**config.mk**
```make
export PLATFORM = sky130hd
export DESIGN_NAME = ffs_mask_builder
export DESIGN_NICKNAME = d
export VERILOG_FILES = /design/src/rtl/ffs_pkg.sv /design/src/rtl/ffs_decode.sv /design/src/rtl/ffs_mask_builder.sv
export SDC_FILE = /design/constraint.sdc
export NUM_CORES = 1
export LEC_CHECK = 0
export CORE_UTILIZATION = 44
export CTS_CLUSTER_DIAMETER = 40
export CTS_CLUSTER_SIZE = 40
export DETAILED_ROUTE_END_ITERATION = 6
export PLACE_DENSITY = 0.77
export SYNTH_ARGS = -nofsm -noshare
export SYNTH_HDL_FRONTEND = slang
export SYNTH_SLANG_ARGS = --single-unit
```
**constraint.sdc**
```tcl
create_clock -name clk -period 1.9 [get_ports clk]
set_clock_uncertainty 0.05 [all_clocks]
set_input_delay 0.38 -clock clk [delete_from_list [all_inputs] [get_ports clk]]
set_output_delay 0.38 -clock clk [all_outputs]
set_load 0.02 [all_outputs]
```
**src/rtl/ffs_pkg.sv**
```systemverilog
// Shared definitions for the find-first-set family of blocks.
// Latency: n/a (types, constants and pure functions only).
// Backpressure: n/a.
package ffs_pkg;

  // Widest candidate vector that msb_onehot can produce.
  localparam int MAX_CANDIDATES = 1024;

  // Index width for a candidate vector of n entries.
  function automatic int ffs_iw(input int n);
    return $clog2(n);
  endfunction

  typedef enum logic {
    ACCUM = 1'b0,
    HOLD  = 1'b1
  } ffs_state_e;

  // MSB-first one-hot: index 0 maps to bit n-1. Callers keep the low n bits.
  function automatic logic [MAX_CANDIDATES-1:0] msb_onehot(input int index, input int n);
    return {{(MAX_CANDIDATES-1){1'b0}}, 1'b1} << (n - 1 - index);
  endfunction

endpackage

```
**src/rtl/ffs_decode.sv**
```systemverilog
// MSB-first index to one-hot decoder (index 0 -> bit N_CANDIDATES-1).
// Latency: combinational.
// Backpressure: none; pure function of index_i.
// Ports: index_i [IW-1:0] slot index; onehot_o [N_CANDIDATES-1:0] decoded bit.
module ffs_decode
  import ffs_pkg::*;
#(
  parameter  int N_CANDIDATES = 8,
  localparam int IW           = ffs_iw(N_CANDIDATES)
) (
  input  logic [IW-1:0]           index_i,
  output logic [N_CANDIDATES-1:0] onehot_o
);

  if (N_CANDIDATES < 2 || N_CANDIDATES > MAX_CANDIDATES ||
      (N_CANDIDATES & (N_CANDIDATES - 1)) != 0) begin : g_bad_n
    $fatal(1, "ffs_decode: N_CANDIDATES must be a power of 2 in [2, MAX_CANDIDATES]");
  end

  assign onehot_o = N_CANDIDATES'(msb_onehot(32'(index_i), N_CANDIDATES));

endmodule

```
**src/rtl/ffs_mask_builder.sv**
```systemverilog
// Accumulates a packet of MSB-first slot indices into a bitmap with popcount and duplicate flag.
// Latency: o_valid rises the cycle after the i_last beat is accepted; one HOLD bubble per packet.
// Backpressure: o_ready low while a result is held; held until i_ready, o_ready returns next cycle.
// Ports: clk/rst (sync active-high); i_valid/i_index/i_last/o_ready upstream beat handshake;
//        o_valid/o_mask/o_count/o_dup/i_ready downstream result handshake.
module ffs_mask_builder
  import ffs_pkg::*;
#(
  parameter  int N_CANDIDATES = 8,
  localparam int IW           = ffs_iw(N_CANDIDATES)
) (
  input  logic                    clk,
  input  logic                    rst,
  input  logic                    i_valid,
  input  logic [IW-1:0]           i_index,
  input  logic                    i_last,
  output logic                    o_ready,
  output logic                    o_valid,
  output logic [N_CANDIDATES-1:0] o_mask,
  output logic [IW:0]             o_count,
  output logic                    o_dup,
  input  logic                    i_ready
);

  if (N_CANDIDATES < 2 || (N_CANDIDATES & (N_CANDIDATES - 1)) != 0) begin : g_bad_n
    $fatal(1, "ffs_mask_builder: N_CANDIDATES must be a power of 2 >= 2");
  end

  localparam logic [IW:0] CNT_ONE = 1;

  ffs_state_e              state_q, state_d;
  logic [N_CANDIDATES-1:0] acc_q, acc_d;
  logic [IW:0]             cnt_q, cnt_d;
  logic                    dup_q, dup_d;

  logic [N_CANDIDATES-1:0] beat_onehot;
  logic                    beat_hit;

  ffs_decode #(.N_CANDIDATES(N_CANDIDATES)) u_decode (
    .index_i  (i_index),
    .onehot_o (beat_onehot)
  );

  // A repeated index leaves the mask and count unchanged, so count cannot exceed N_CANDIDATES.
  assign beat_hit = |(acc_q & beat_onehot);

  always_comb begin
    state_d = state_q;
    acc_d   = acc_q;
    cnt_d   = cnt_q;
    dup_d   = dup_q;
    unique case (state_q)
      ACCUM: begin
        if (i_valid) begin
          acc_d = acc_q | beat_onehot;
          if (beat_hit) begin
            dup_d = 1'b1;
          end else begin
            cnt_d = cnt_q + CNT_ONE;
          end
          if (i_last) begin
            state_d = HOLD;
          end
        end
      end
      HOLD: begin
        // i_valid is ignored here; a beat offered on the release cycle is left for ACCUM.
        if (i_ready) begin
          acc_d   = '0;
          cnt_d   = '0;
          dup_d   = 1'b0;
          state_d = ACCUM;
        end
      end
      default: state_d = ACCUM;
    endcase
  end

  always_ff @(posedge clk) begin
    if (rst) begin
      state_q <= ACCUM;
      acc_q   <= '0;
      cnt_q   <= '0;
      dup_q   <= 1'b0;
    end else begin
      state_q <= state_d;
      acc_q   <= acc_d;
      cnt_q   <= cnt_d;
      dup_q   <= dup_d;
    end
  end

  // Handshake outputs depend on state only.
  assign o_ready = (state_q == ACCUM);
  assign o_valid = (state_q == HOLD);
  assign o_mask  = acc_q;
  assign o_count = cnt_q;
  assign o_dup   = dup_q;

endmodule

```
==> results of run 1 <==
-- sequential cells by signal, summed over array words and instances (netlist names) --
| name | count |
|---|---|
| o_count | 4 |
| o_valid | 1 |
| o_dup | 1 |
| o_mask | 8 |
-- per-stage QoR --
stage / setup TNS, ps / util [%] / setup WS [ps] / instance area, µm²
2_1_floorplan: 0 / - / 193.7 / 706.9
3_3_place_gp: -1657 / 64.87 / -381.0 / 977.2
3_5_place_dp: -1869 / 64.87 / -425.7 / 977.2
4_1_cts: 0 / 66.28 / 91.93 / 998.5
5_1_grt: 0 / 66.28 / 36.41 / 998.5
6_report: 0 / 66.28 / 101.4 / 998.5
-- where the power goes --
part / total (mW) / switching [mW] / leakage [nW] / internal (mW)
Sequential: 0.321 / 0.0149 / 0.114 / 0.306
Clock: 0.159 / 0.0858 / 0.0138 / 0.0732
Combinational: 0.138 / 0.0663 / 0.272 / 0.0716
Total: 0.618 / 0.167 / 0.399 / 0.451
-- worst max-delay path by stage --
stage / endpoint / slack (ps) / start / depth (start not counted)
finish: o_valid / 100 / o_valid / 1
global route: o_count[3] / 40 / i_index[0] / 5
CTS: o_valid / 90 / o_valid / 1
detailed placement: o_count[3] / -430 / i_index[0] / 5
global placement: o_count[1] / -380 / i_index[0] / 5
floorplan: o_count[3] / 190 / i_index[0] / 5
-- per-layer routing --
| metal | vias to the layer above | share of wire (%) | track usage (%) |
|---|---|---|---|
| met5 | - | 0 | 0 |
| met3 | 2 | 5.5 | 4.310 |
| li1 | 329 | - | - |
| met2 | 21 | 50 | 30.94 |
| met1 | 306 | 43 | 24.25 |
| met4 | 0 | 1.7 | 11.25 |
-- synth_stat cells --
| cell | number | area, µm² |
|---|---|---|
| nand2b_1 | 1 | 6.260 |
| nor2_1 | 13 | 48.80 |
| a31oi_1 | 2 | 12.51 |
| nand2_1 | 4 | 15.01 |
| mux2_4 | 1 | 15.01 |
| a21o_1 | 1 | 7.510 |
| nand4_1 | 1 | 6.260 |
| nand4b_1 | 1 | 8.760 |
| inv_1 | 2 | 7.510 |
| clkbuf_1 | 1 | 3.750 |
| mux2_2 | 3 | 33.78 |
| ha_1 | 1 | 12.51 |
| nand3_1 | 3 | 15.01 |
| nor3_1 | 1 | 5.000 |
| buf_6 | 1 | 11.26 |
| o211ai_1 | 1 | 7.510 |
| nor4_2 | 1 | 12.51 |
| and2b_1 | 1 | 7.510 |
| o21a_1 | 1 | 7.510 |
| nor2b_1 | 4 | 25.02 |
| o21bai_1 | 1 | 7.510 |
| a21oi_1 | 8 | 40.04 |
| dfxtp_1 | 14 | 280.3 |
| mux2i_1 | 6 | 60.06 |
| mux4_2 | 2 | 45.04 |
| o21ai_0 | 1 | 5.000 |
-- worst register-to-register path: cells and delay by family (launching register included) --
kind	cells	cell delay, ps
multiplexers	2	760
AND/OR/NAND/NOR	1	200
AO/OA/AOI/OAI	1	130
flip-flops	1	340
-- layout make-up --
cell class / count / area [µm²] / share of cell area (%)
sequential: 14 / 280.3 / 28.07
clock buffer: 3 / 22.52 / 2.256
timing repair buffer: 28 / 264.0 / 26.44
inverter: 2 / 7.507 / 0.7519
tap: 16 / 20.02 / 2.005
multi-input combinational: 58 / 404.1 / 40.48
-- logic make-up (layout without fill, tap and decap cells) --
group | count (synthesis) | in the layout | synth area share, %
adders and majority gates | 1 | 1 | 1.770
AOI/OAI and AO/OA | 15 | 15 | 12.39
buffers and inverters | 4 | 33 | 3.186
DFF | 14 | 14 | 39.65
and+or+nand+nor | 30 | 30 | 21.24
muxes | 12 | 12 | 21.77
==> metrics.md, run 1 <==
| Metric | Value |
|---|---|
| Status | complete, but fails checks |
| Failing checks | design-rule violations |
| Clock Pin Slew Worst Setup and Hold Paths | roughly 80 ps |
| Path depth of the worst reg2reg path | 4 |
| Worst-Margin Slew | roughly 460 ps |
| DR vias | 658 |
| Cell family with most CP delay | buffers and inverters |
| Die H | ~42 µm |
| Final hold violations | 0 |
| WL final | 1.555 mm |
| Fin cells | between 100 and 150 |
| Synth Warn # | 0 |
| Ports | 23 |
| Cts repair resizes | 1 |
| CTS Hold Bufs | 0 |
| Critical-path maximum fanout | 7 |
| Clk Latency, worst-skew pair | between 200 and 300 ps |
| Post-DR wirelength/cell | 12.85 µm |
| Placed Cells | 118 |
| Reg2Reg Setup Slack | between 300 and 400 ps |
| Maximum vdd ir drop | 0.0004711 V |
| Hold WC Path Type | reg2reg |
| Tot GR Track Use | 19.48% |
| Setup violators final | 0 |
| Final Net Count | between 100 and 150 |
| Port Buf Inserts | 22 |
| Max Fclk | ~560 MHz |
| Initial core utilization | 46.93% |
| Final total power | roughly 620 µW |
| RSZ-0062 raised after global routing | false |
| Clock Path Buffers | 2 |
| Syn nets | between 80 and 90 |
| First-pass GRT wire length | about 2.6 mm |
| CTS HTree Levels | 1 |
| Vias in the first global route | 600 |
| Post-synthesis sequential area ratio | around two fifths |
| Gate Count Post-Synth | 76 |
| DP HPWL | approximately 1.2 mm |
| Minimum clock period | roughly 1800 ps |
| Die area | about 1800 µm² |
| Largest net degree at the start of global routing | 10 |
| Hold Crit Depth | 1 |
| TritonRoute pass-1 iters | 6 |
| Antenna diodes | 0 |
| Synth-to-layout area growth | 41.24% |
| Max cap viols | 0 |
| R2r startpoint | o_mask[1] |
| CTS tree | yes |
| Post-synthesis area per instance | 9.302 µm² |
| First DRT Iteration DRCs | 15 |
| CP Data Required Time | approximately 1500 ps |
| Num CTS Buffers | 3 |
| CTS Sinks | 14 |
| Synth Register Bits | 14 |
| Most common cell after layout, fill and taps aside | clkdlybuf4s50_1 |
| Critical path, cell by cell | clkdlybuf4s50_1 |
| Crit path DAT | roughly 1400 ps |
| CP max stage cell | clkdlybuf4s50_1 |
| Grt total ovfl | 0 |
| Most frequent cells in the layout | 21 x clkdlybuf4s50_1, 14 x dfxtp_1, 13 x nor2_1 |
| Leakage | around 0.4 nW |
| Critical Path End Type | output pin |
| Biggest cell delay along the critical path | roughly 650 ps |
| CP Launch Type | flip-flop |
| Layout cells sized above 1 | about 15% |
| Post CTS Setup Buffer Count | 0 |
| DRC | 1 |
| Vias per inst | about 5.4 |
| Max Slew Vio Count | 0 |
| Antenna violations before repair | 0 |
| Pwr/cell area | 618.7 nW/µm² |
| Netlist cell types | 26 |
| Mapped cell area | 706.9 µm² |
| Clock Tree Root | clkbuf_4 |
| Hold wc startpoint | o_dup |
| Buf/Inv on CP | 1 |
| Row count | 14 |
| Slew margin rel. | 69.28% |
| Routed Antenna Nets | 0 |
| GPL Wtd Cong | 0.8250 |
| # fillers | roughly 130 |
| Core area | 1506 µm² |
| Worst hold margin | ~420 ps |
| WHS Endpoint | o_dup |
| Die W | between 40 and 50 µm |
| Tcrit/Tclk final | between 90% and 100% |
| R2R Path End | o_count[0] |
| Class of the most critical setup path | reg2out |
Note: power is estimated with default switching activity, not from simulation.
==> inputs of run 2 (changes only) <==
--- a/config.mk
+++ b/config.mk
@@ -10,6 +10,7 @@
 export CTS_CLUSTER_SIZE = 40
 export DETAILED_ROUTE_END_ITERATION = 6
 export PLACE_DENSITY = 0.77
+export SLEW_MARGIN = 5
 export SYNTH_ARGS = -nofsm -noshare
 export SYNTH_HDL_FRONTEND = slang
 export SYNTH_SLANG_ARGS = --single-unit
==> results of run 2 <==
Same layout as run 1: the final DEF is identical, and so are final timing and power.
